[config.mk]
export PLATFORM = sky130hd
export DESIGN_NAME = group_router
export DESIGN_NICKNAME = d
export VERILOG_FILES = /design/src/rtl/noc_pkg.sv /design/src/rtl/flit_fifo.sv /design/src/rtl/group_router.sv
export SDC_FILE = /design/constraint.sdc
export NUM_CORES = 1
export LEC_CHECK = 0
export ABC_AREA = 1
export CORE_MARGIN = 3
export CORE_UTILIZATION = 64
export DETAILED_ROUTE_END_ITERATION = 6
export HOLD_SLACK_MARGIN = 0.03
export PLACE_DENSITY = 0.86
export RECOVER_POWER = 50
export SLEW_MARGIN = 5
export SYNTH_ARGS = -nofsm -noshare
export SYNTH_HDL_FRONTEND = slang
export SYNTH_SLANG_ARGS = --single-unit
[constraint.sdc]
create_clock -name clk -period 11.3 [get_ports clk]
set_clock_uncertainty 0.2 [all_clocks]
set_input_delay 2.825 -clock clk [delete_from_list [all_inputs] [get_ports clk]]
set_output_delay 2.825 -clock clk [all_outputs]
set_load 0.1 [all_outputs]
[src/rtl/noc_pkg.sv]
// Shared NoC definitions: flit layout, port indexing and small header helpers
// used by the group router and its input FIFOs.
package noc_pkg;

  localparam int DATA_W     = 16;
  localparam int HEADER_W   = 6;
  localparam int NUM_PORTS  = 5;
  localparam int NUM_LEAVES = 4;
  localparam int UPLINK_IDX = 4;

  localparam int GROUP_HI = 15;
  localparam int GROUP_LO = 12;
  localparam int LEAF_HI  = 11;
  localparam int LEAF_LO  = 10;

  typedef logic [DATA_W-1:0] flit_t;
  typedef logic [2:0]        port_idx_t;

  function automatic logic [GROUP_HI-GROUP_LO:0] flit_group(flit_t f);
    return f[GROUP_HI:GROUP_LO];
  endfunction

  function automatic logic [LEAF_HI-LEAF_LO:0] flit_leaf(flit_t f);
    return f[LEAF_HI:LEAF_LO];
  endfunction

  function automatic logic header_is_null(flit_t f);
    return f[DATA_W-1:DATA_W-HEADER_W] == '0;
  endfunction

  // Round-robin successor over the five router ports.
  function automatic port_idx_t next_port(port_idx_t p);
    return (p == port_idx_t'(NUM_PORTS - 1)) ? port_idx_t'(0) : p + port_idx_t'(1);
  endfunction

endpackage

[src/rtl/flit_fifo.sv]
// Synchronous show-ahead flit FIFO. The head flit is visible on data_o whenever
// valid_o is high; ready_o comes straight from the registered occupancy.
module flit_fifo #(
  parameter int DEPTH = 4,
  parameter int W     = 16
) (
  input  logic         clk,
  input  logic         reset,
  input  logic         valid_i,
  input  logic [W-1:0] data_i,
  output logic         ready_o,
  input  logic         pop_i,
  output logic         valid_o,
  output logic [W-1:0] data_o
);

  localparam int PTR_W = (DEPTH > 1) ? $clog2(DEPTH) : 1;
  localparam int CNT_W = $clog2(DEPTH + 1);

  logic [W-1:0]     mem_q [DEPTH];
  logic [PTR_W-1:0] wr_ptr_q, wr_ptr_d;
  logic [PTR_W-1:0] rd_ptr_q, rd_ptr_d;
  logic [CNT_W-1:0] count_q, count_d;
  logic             push, do_pop;

  assign ready_o = count_q < CNT_W'(DEPTH);
  assign valid_o = count_q != '0;
  assign data_o  = mem_q[rd_ptr_q];
  assign push    = valid_i && ready_o;
  assign do_pop  = pop_i && valid_o;

  always_comb begin
    wr_ptr_d = wr_ptr_q;
    rd_ptr_d = rd_ptr_q;
    count_d  = count_q;
    if (push) begin
      wr_ptr_d = (wr_ptr_q == PTR_W'(DEPTH - 1)) ? '0 : wr_ptr_q + PTR_W'(1);
    end
    if (do_pop) begin
      rd_ptr_d = (rd_ptr_q == PTR_W'(DEPTH - 1)) ? '0 : rd_ptr_q + PTR_W'(1);
    end
    case ({push, do_pop})
      2'b10:   count_d = count_q + CNT_W'(1);
      2'b01:   count_d = count_q - CNT_W'(1);
      default: count_d = count_q;
    endcase
  end

  always_ff @(posedge clk) begin
    if (reset) begin
      wr_ptr_q <= '0;
      rd_ptr_q <= '0;
      count_q  <= '0;
    end else begin
      wr_ptr_q <= wr_ptr_d;
      rd_ptr_q <= rd_ptr_d;
      count_q  <= count_d;
    end
  end

  // Storage needs no reset: occupancy alone decides what is valid.
  always_ff @(posedge clk) begin
    if (push) mem_q[wr_ptr_q] <= data_i;
  end

endmodule

[src/rtl/group_router.sv]
// Group-level NoC router: four leaf ports plus one uplink, each input buffered
// by a show-ahead FIFO and each output served by its own round-robin arbiter.
module group_router
  import noc_pkg::*;
#(
  parameter logic [3:0] GROUP_ID   = 4'd4,
  parameter int         FIFO_DEPTH = 4
) (
  input  logic        clk,
  input  logic        reset,
  input  logic [63:0] leaf_in_data,
  input  logic [3:0]  leaf_in_valid,
  output logic [3:0]  leaf_in_ready,
  output logic [63:0] leaf_out_data,
  output logic [3:0]  leaf_out_valid,
  output logic [15:0] up_tx_data,
  output logic        up_tx_valid,
  input  logic        up_tx_ready,
  input  logic [15:0] up_rx_data,
  input  logic        up_rx_valid,
  output logic        up_rx_ready,
  output logic [7:0]  drop_count
);

  flit_t                  in_data   [NUM_PORTS];
  flit_t                  head_data [NUM_PORTS];
  logic [NUM_PORTS-1:0]   in_valid, in_ready, head_vld, pop, drop, out_open;
  port_idx_t              tgt       [NUM_PORTS];
  logic [NUM_PORTS-1:0]   req       [NUM_PORTS];
  logic [NUM_PORTS-1:0]   gnt_vld;
  port_idx_t              gnt_idx   [NUM_PORTS];
  port_idx_t              rr_ptr_q  [NUM_PORTS];
  port_idx_t              rr_ptr_d  [NUM_PORTS];

  logic [63:0] leaf_data_q, leaf_data_d;
  logic [3:0]  leaf_valid_q, leaf_valid_d;
  flit_t       up_data_q, up_data_d;
  logic        up_valid_q, up_valid_d;
  logic [7:0]  drop_cnt_q, drop_cnt_d;
  logic [2:0]  n_drop;
  logic [8:0]  drop_sum;

  always_comb begin
    for (int i = 0; i < NUM_LEAVES; i++) begin
      in_data[i]  = leaf_in_data[i*DATA_W +: DATA_W];
      in_valid[i] = leaf_in_valid[i];
    end
    in_data[UPLINK_IDX]  = up_rx_data;
    in_valid[UPLINK_IDX] = up_rx_valid;
  end

  for (genvar g = 0; g < NUM_PORTS; g++) begin : g_fifo
    flit_fifo #(.DEPTH(FIFO_DEPTH), .W(DATA_W)) u_fifo (
      .clk     (clk),
      .reset   (reset),
      .valid_i (in_valid[g]),
      .data_i  (in_data[g]),
      .ready_o (in_ready[g]),
      .pop_i   (pop[g]),
      .valid_o (head_vld[g]),
      .data_o  (head_data[g])
    );
  end

  // Header decode at each FIFO head. Null headers and foreign-group flits
  // arriving from the parent are discarded without using any output.
  always_comb begin
    for (int i = 0; i < NUM_PORTS; i++) begin
      tgt[i]  = port_idx_t'(UPLINK_IDX);
      drop[i] = 1'b0;
      if (head_vld[i]) begin
        if (header_is_null(head_data[i])) begin
          drop[i] = 1'b1;
        end else if (flit_group(head_data[i]) == GROUP_ID) begin
          tgt[i] = {1'b0, flit_leaf(head_data[i])};
        end else if (i == UPLINK_IDX) begin
          drop[i] = 1'b1;
        end
      end
    end
  end

  // Leaf outputs never stall; the uplink register only takes a new flit when
  // it is empty or being consumed this cycle.
  assign out_open = {!up_valid_q || up_tx_ready, 4'b1111};

  always_comb begin
    pop = drop;
    for (int o = 0; o < NUM_PORTS; o++) begin
      port_idx_t idx;
      gnt_vld[o] = 1'b0;
      gnt_idx[o] = '0;
      for (int i = 0; i < NUM_PORTS; i++) begin
        req[o][i] = head_vld[i] && !drop[i] && (tgt[i] == port_idx_t'(o)) && out_open[o];
      end
      idx = rr_ptr_q[o];
      for (int k = 0; k < NUM_PORTS; k++) begin
        if (!gnt_vld[o] && req[o][idx]) begin
          gnt_vld[o] = 1'b1;
          gnt_idx[o] = idx;
        end
        idx = next_port(idx);
      end
      rr_ptr_d[o] = gnt_vld[o] ? next_port(gnt_idx[o]) : rr_ptr_q[o];
      if (gnt_vld[o]) pop[gnt_idx[o]] = 1'b1;
    end
  end

  always_comb begin
    leaf_data_d  = leaf_data_q;
    leaf_valid_d = '0;
    for (int o = 0; o < NUM_LEAVES; o++) begin
      leaf_valid_d[o] = gnt_vld[o];
      if (gnt_vld[o]) leaf_data_d[o*DATA_W +: DATA_W] = head_data[gnt_idx[o]];
    end
    up_valid_d = up_valid_q;
    up_data_d  = up_data_q;
    if (out_open[UPLINK_IDX]) begin
      up_valid_d = gnt_vld[UPLINK_IDX];
      if (gnt_vld[UPLINK_IDX]) up_data_d = head_data[gnt_idx[UPLINK_IDX]];
    end
  end

  // Several inputs can discard in the same cycle, so add them all at once.
  always_comb begin
    n_drop = '0;
    for (int i = 0; i < NUM_PORTS; i++) n_drop = n_drop + {2'b00, drop[i]};
    drop_sum   = {1'b0, drop_cnt_q} + {6'b0, n_drop};
    drop_cnt_d = drop_sum[8] ? 8'hFF : drop_sum[7:0];
  end

  always_ff @(posedge clk) begin
    if (reset) begin
      leaf_data_q  <= '0;
      leaf_valid_q <= '0;
      up_data_q    <= '0;
      up_valid_q   <= 1'b0;
      drop_cnt_q   <= '0;
      for (int o = 0; o < NUM_PORTS; o++) rr_ptr_q[o] <= '0;
    end else begin
      leaf_data_q  <= leaf_data_d;
      leaf_valid_q <= leaf_valid_d;
      up_data_q    <= up_data_d;
      up_valid_q   <= up_valid_d;
      drop_cnt_q   <= drop_cnt_d;
      for (int o = 0; o < NUM_PORTS; o++) rr_ptr_q[o] <= rr_ptr_d[o];
    end
  end

  assign leaf_in_ready  = in_ready[NUM_LEAVES-1:0];
  assign up_rx_ready    = in_ready[UPLINK_IDX];
  assign leaf_out_data  = leaf_data_q;
  assign leaf_out_valid = leaf_valid_q;
  assign up_tx_data     = up_data_q;
  assign up_tx_valid    = up_valid_q;
  assign drop_count     = drop_cnt_q;

endmodule
==> run_results.csv, run 1 <==
group,metric,value,unit
floorplan,core,36870,um2
worst_setup_path,cp_max_fo,33,
worst_setup_path,reg2reg_depth,27,
layout,layout-drive-gt1-share,0.06227,
logic_synthesis,ys_seq_area_frac,0.5263,
floorplan,row_count,70,
drt,viasPerCell,6.027,
layout,finish.utilization,0.7516,
sta,worst_slew_pin_slew,1.598,ns
floorplan,dieArea,39990,um2
drt,drtIter0Drc,2340,
sta,finalSetupViolations,0,
logic_synthesis,synth_top_flop_cell,"edfxtp_1",
logic_synthesis,syn-num-nets,2944,
worst_setup_path,crit_type,"flip-flop to flip-flop",
logic_synthesis,syn_inst,2770,
floorplan,start_util,0.6530,
clock_network,postCtsHoldBufs,0,
global_route,grt_max_degree,75,
worst_setup_path,r2r_slack,3.58,ns
clock_network,clkLatencyLatePin,0.60,ns
global_route,antenna_found_initial,0,
worst_setup_path,startpoint_type,"flip-flop",
sta,fin_crit_sh,0.6833,
global_route,grt_busiest_layer,"met2",
placed_design,dp_hpwl,50890,um
placed_design,placed_cells,3372,
clock_network,root_buffer,"clkbuf_16",
logic_synthesis,ys_top_cells_by_count,"nand2_1, edfxtp_1, inv_1",
floorplan,die_h,200.0,um
worst_setup_path,end_kind,"flip-flop",
sta,hold_viol_final,0,
worst_setup_path,critPathArrivalTime,8.00,ns
logic_synthesis,async_flop_share,0,
global_route,gr-usage-met1,0.4702,
layout,diodes,0,
placed_design,io_buffers,185,
layout,area_growth,15.09,%
logic_synthesis,synth.avg_cell_area,8.693,um2
status,run_status,"finished with violations",
logic_synthesis,yosysMostFrequentCell,"nand2_1",
clock_network,cts_buffers,47,
worst_setup_path,worstPathRequired,11.58,ns
sta,finalCriticalPeriod,7.722,ns
layout,nNetsFinal,3091,
sta,maxSlewViolCount,68,
global_route,use_met3,0.06361,
layout,fillers,2557,
sta,finalSetupTns,0,ns
clock_network,htreeDepth,2,
global_route,overflow,0,
layout,stdcell_count,3459,
worst_setup_path,cp-endpoint,"g_fifo[0].u_fifo.count_q[2]",
drt,totalWireLength,72070,um
logic_synthesis,synth_area_leader_cell,"edfxtp_1",
sta,fmax,129.5,MHz
status,violations,"max-capacitance violations, max-slew violations",
logic_synthesis,synth_area_leaders,"edfxtp_1, dfxtp_1, nand2_1",
global_route,met2_usage,0.5785,
clock_network,cts_tree,"built",
drt,drt_pass1_iterations,6,
clock_network,post-cts-setup-buffers,0,
drt,dr_total_vias,20850,
placed_design,gp_congestion,0.9997,
logic_synthesis,syn-cell-area,24080,um2
worst_setup_path,r2r-end,"g_fifo[0].u_fifo.count_q[2]",
logic_synthesis,synth_edf_count,320,
global_route,grt_pass1_vias,19330,
clock_network,cts_buffer_depth,3,
sta,slew_headroom,-0.06527,
clock_network,clk_pin_slew,0.06,ns
drt,drc,0,
logic_synthesis,synth_top_area_frac,0.3991,
clock_network,cts-resized-gates,0,
logic_synthesis,yosys_warnings,0,
sta,rsz0062_at_grt,"no",
floorplan,die_width,200.0,um
global_route,grt_pass1_wl,108000,um
global_route,track_usage,0.3522,
hold_path,hold_class,"flip-flop to flip-flop",
drt,routedWlPerCell,20.84,um
drt,ant_nets,0,
clock_network,cts_sinks,473,
floorplan,io_pins,186,
logic_synthesis,synthDistinctLibCells,51,
job,max_cap_viol_count,4,
logic_synthesis,synth_seq_cells,473,
==> flip-flops by register name, summed over array words and instances (netlist names), named ones only <==
signal	cells
drop_count	8
g_fifo.u_fifo.count_q	15
g_fifo.u_fifo.mem_q	320
leaf_out_valid	4
g_fifo.u_fifo.wr_ptr_q	10
leaf_out_data	64
up_tx_data	16
up_tx_valid	1
rr_ptr_q	15
g_fifo.u_fifo.rd_ptr_q	10
==> worst min path at each step <==
stage | startpoint | to | slack, ns | cells past startpoint
floorplan | g_fifo[1].u_fifo.count_q[0] | g_fifo[1].u_fifo.count_q[0] | 0.22 | 1
detailed placement | leaf_out_data[10] | leaf_out_data[10] | 0.22 | 2
global placement | leaf_out_data[29] | leaf_out_data[29] | 0.21 | 2
finish | leaf_out_data[29] | leaf_out_data[29] | 0.22 | 2
CTS | leaf_out_data[10] | leaf_out_data[10] | 0.23 | 2
global route | leaf_out_data[29] | leaf_out_data[29] | 0.24 | 2
==> layer usage <==
layer | share of wire | vias up | wire, um
li1 | - | 9693 | -
met1 | 0.38 | 9758 | 27700
met2 | 0.48 | 1180 | 34240
met3 | 0.10 | 218 | 7179
met4 | 0.041 | 0 | 2949
met5 | 0 | - | 0
==> worst max-delay path, cell delays in order, from the launching register on <==
cell	delay (ns)
dfxtp_1	1.10
inv_1	0.80
nand2_1	0.23
nand3_1	0.09
nand2_1	0.22
nand3_2	0.11
nor2_1	0.64
nand3_1	0.39
o211ai_1	0.30
nand3_1	0.09
nand2_1	0.18
nand3_2	0.14
inv_2	0.08
nand2_1	0.05
nand2_1	0.06
nand2_1	0.35
nor2_1	0.81
nand2_1	0.17
nand3_1	0.15
nor2_1	0.06
nor2_2	0.12
ha_1	0.17
inv_1	0.07
fa_1	0.37
a21oi_1	0.14
o21ai_0	0.14
o21ai_0	0.29
a21oi_1	0.07
==> cell type report <==
cell class,instances,area [um2],area share
clock inverter,14,178.9,0.006456
tap,504,630.6,0.02275
timing repair buffer,203,1958,0.07065
clock buffer,73,1336,0.04822
sequential,473,12670,0.4572
multi-input combinational,1863,9701,0.3500
inverter,329,1237,0.04465
==> cell families (layout without fill, tap and decap cells) <==
family | Yosys count | count (layout) | synth area share
flops | 473 | 473 | 0.5263
simple gates | 1271 | 1271 | 0.2277
fa+ha+maj | 86 | 86 | 0.04718
buf+inv | 434 | 619 | 0.07150
compound gates | 497 | 497 | 0.1233
xor+xnor | 7 | 7 | 0.002546
mux | 2 | 2 | 0.001507
==> cells in the final DEF, fill, tap and decap left out, drive strengths merged, types with 3 or more instances in the layout <==
cell type      count
nand2            712
clkdlybuf4s50    100
edfxtp           320
nor2             239
nor3              13
buf               12
a41oi              4
xor2               6
clkinv            10
o21bai            11
fa                 8
nand3b             4
a211oi             6
o211ai            70
o21ai            160
nand3            266
dlygate4sd3       84
ha                78
o22ai             22
or2                9
a31oi             16
o2111ai            9
a32oi             32
a21oi            164
nand4             27
dfxtp            153
inv              329
clkbuf            80
bufinv             3
==> metrics by stage <==
step	area [um2]	setup WS, ns	hold slack [ns]
final	27710	3.578	0.2241
after global routing	27710	3.134	0.2367
after CTS	27760	4.659	0.2257
after detailed placement	26250	4.306	0.2161
after global placement	26250	4.383	0.2148
after floorplan	24080	5.497	0.2223
Power of run 1 is not shown: default switching activity piles up to over one toggle a cycle in this logic, so the estimate is an artifact.
==> run 2, diff against run 1 <==
--- a/config.mk
+++ b/config.mk
@@ -7,10 +7,10 @@
 export LEC_CHECK = 0
 export ABC_AREA = 1
 export CORE_MARGIN = 3
-export CORE_UTILIZATION = 64
+export CORE_UTILIZATION = 59
 export DETAILED_ROUTE_END_ITERATION = 6
 export HOLD_SLACK_MARGIN = 0.03
-export PLACE_DENSITY = 0.86
+export PLACE_DENSITY = 0.8
 export RECOVER_POWER = 50
 export SLEW_MARGIN = 5
 export SYNTH_ARGS = -nofsm -noshare
==> constraint.sdc (replaced) <==
create_clock -name clk -period 7.2 [get_ports clk]
set_clock_uncertainty 0.2 [all_clocks]
set_input_delay 1.8 -clock clk [delete_from_list [all_inputs] [get_ports clk]]
set_output_delay 1.8 -clock clk [all_outputs]
set_load 0.1 [all_outputs]
==> run 2 against run 1 <==
  * The flow now finishes without violations
  * Cell area up 0.95%
  * Register-to-register slack worse by 2.2 ns
  * Global-route usage is 1.9 points lower
  * Highest routed layer is now met5
  * Critical path type unchanged
  * Flip-flop and latch count unchanged
  * Sequential share of layout area down 0.43 points
  * Utilization down 5.2 points
==> run_results.csv, run 2 (same netlist as run 1, synthesis figures left out) <==
group,metric,value,unit
sta,finalSetupViolations,0,
floorplan,start_util,0.6019,
worst_setup_path,r2r_start,"rr_ptr_q[0][0]",
global_route,overflow,0,
placed_design,pre_cts_ws,1.349,ns
global_route,use_met3,0.05564,
drt,drtIter0Drc,2382,
sta,hold_viol_final,0,
worst_setup_path,cpPeakStageDelay,0.43,ns
clock_network,htreeDepth,2,
worst_setup_path,r2r_slack,1.37,ns
placed_design,gp_congestion,1.012,
layout,mostFrequentLayoutCell,"nand2_1",
sta,maxSlewViolCount,0,
layout,multi_input_area,9716,um2
layout,design_area,27980,um2
worst_setup_path,timing.critical_path.buf_inv,5,
drt,dr_total_vias,20750,
clock_network,cts_buffer_depth,3,
layout,largest_reg_flops,320,
clock_network,root_buffer,"clkbuf_16",
layout,final_cell_mix,"nand2_1, edfxtp_1, inv_1",
placed_design,dp_hpwl,52930,um
layout,finish.utilization,0.6993,
status,run_status,"finished clean",
clock_network,cts_sinks,473,
placed_design,io_buffers,185,
global_route,track_usage,0.3331,
global_route,gr-usage-met1,0.4444,
clock_network,cts_buffers,47,
worst_setup_path,crit_family,"simple AND/OR/NAND/NOR gates",
worst_setup_path,startpoint_type,"flip-flop",
worst_setup_path,crit_top_cell,"nand2_1",
worst_setup_path,slowest_stage,"dfxtp_1",
drt,drt_pass1_iterations,6,
sta,worst_slew_pin_slew,1.212,ns
worst_setup_path,worstPathRequired,7.48,ns
clock_network,cts_tree,"built",
sta,fin_crit_sh,0.8103,
worst_setup_path,critPathArrivalTime,6.11,ns
floorplan,dieArea,43270,um2
sta,finalSetupTns,0,ns
hold_path,worst_hold_path.endpoint,"leaf_out_data[15]",
drt,drc,0,
floorplan,core,40010,um2
global_route,met2_usage,0.5601,
hold_path,hold_class,"flip-flop to flip-flop",
clock_network,post-cts-setup-buffers,0,
sta,finalWorstSetupSlack,1.366,ns
drt,totalWireLength,73650,um
job,max_cap_viol_count,0,
sta,slew_headroom,0.1918,
worst_setup_path,cp_max_fo,21,
clock_network,clk_pin_slew,0.06,ns
clock_network,clkLatencyLatePin,0.61,ns
floorplan,io_pins,186,
sta,fmax,171.4,MHz
drt,viasPerCell,5.931,
global_route,grt_pass1_vias,19900,
layout,fillers,3109,
worst_setup_path,r2r-end,"g_fifo[2].u_fifo.count_q[2]",
layout,top_register,"g_fifo.u_fifo.mem_q",
clock_network,postCtsHoldBufs,0,
layout,area_growth,16.19,%
worst_setup_path,crit_type,"flip-flop to flip-flop",
worst_setup_path,end_kind,"flip-flop",
global_route,grt_busiest_layer,"met2",
hold_path,min-delay-start,"leaf_out_data[15]",
drt,ant_nets,0,
worst_setup_path,reg2reg_depth,32,
hold_path,min_path_cells,2,
layout,layout-drive-gt1-share,0.07201,
floorplan,row_count,73,
global_route,grt_max_degree,57,
layout,register_area,12670,um2
drt,routedWlPerCell,21.06,um
clock_network,cts-resized-gates,0,
global_route,antenna_found_initial,3,
sta,rsz0062_at_grt,"no",
placed_design,placed_cell_area,26380,um2
sta,finalCriticalPeriod,5.834,ns
global_route,grt_pass1_wl,113400,um
floorplan,die_h,208.0,um
floorplan,die_width,208.0,um
layout,nNetsFinal,3107,
run 2: routing by layer:
layer / vias up / routed length (um) / share of wire
li1: 9727 / - / -
met1: 9825 / 29230 / 0.40
met2: 1023 / 35620 / 0.48
met3: 166 / 6419 / 0.087
met4: 4 / 2373 / 0.032
met5: - / 14 / 0.00019
run 2: how the worst max path moves through the flow:
stage	start	to	slack, ns	cells past startpoint
2_1_floorplan	up_tx_ready	g_fifo[1].u_fifo.count_q[2]	2.42	25
3_3_place_gp	up_tx_ready	g_fifo[1].u_fifo.count_q[2]	1.45	26
3_5_place_dp	up_tx_ready	g_fifo[1].u_fifo.count_q[2]	1.35	26
4_1_cts	rr_ptr_q[0][0]	g_fifo[2].u_fifo.count_q[2]	1.49	32
5_1_grt	rr_ptr_q[0][6]	g_fifo[2].u_fifo.count_q[2]	0.81	31
6_report	rr_ptr_q[0][0]	g_fifo[2].u_fifo.count_q[2]	1.37	32
run 2: layout make-up:
cell class / count / area share
diodes: 1 / 0.00008945
clock buffers: 64 / 0.04723
clock inverters: 24 / 0.01069
inverters: 329 / 0.04423
multi-input cells: 1863 / 0.3473
flip-flops and latches: 473 / 0.4530
well taps: 525 / 0.02348
repair buffers: 219 / 0.07406
run 2: worst reg2reg max path: cells and delay by family, from the launching register on:
family | cells | cell delay, ns
simple gates | 17 | 2.18
fa+ha+maj | 5 | 1.27
compound gates | 5 | 0.87
buf+inv | 5 | 0.76
flops | 1 | 0.43
run 2: metrics by stage:
step,std cells,hold slack (ns)
floorplan,2770,0.2223
global placement,3409,0.2139
detailed placement,3409,0.2182
CTS,3497,0.2271
global route,3498,0.2389
finish,3498,0.2243
Power of run 2 is left out for the same reason.
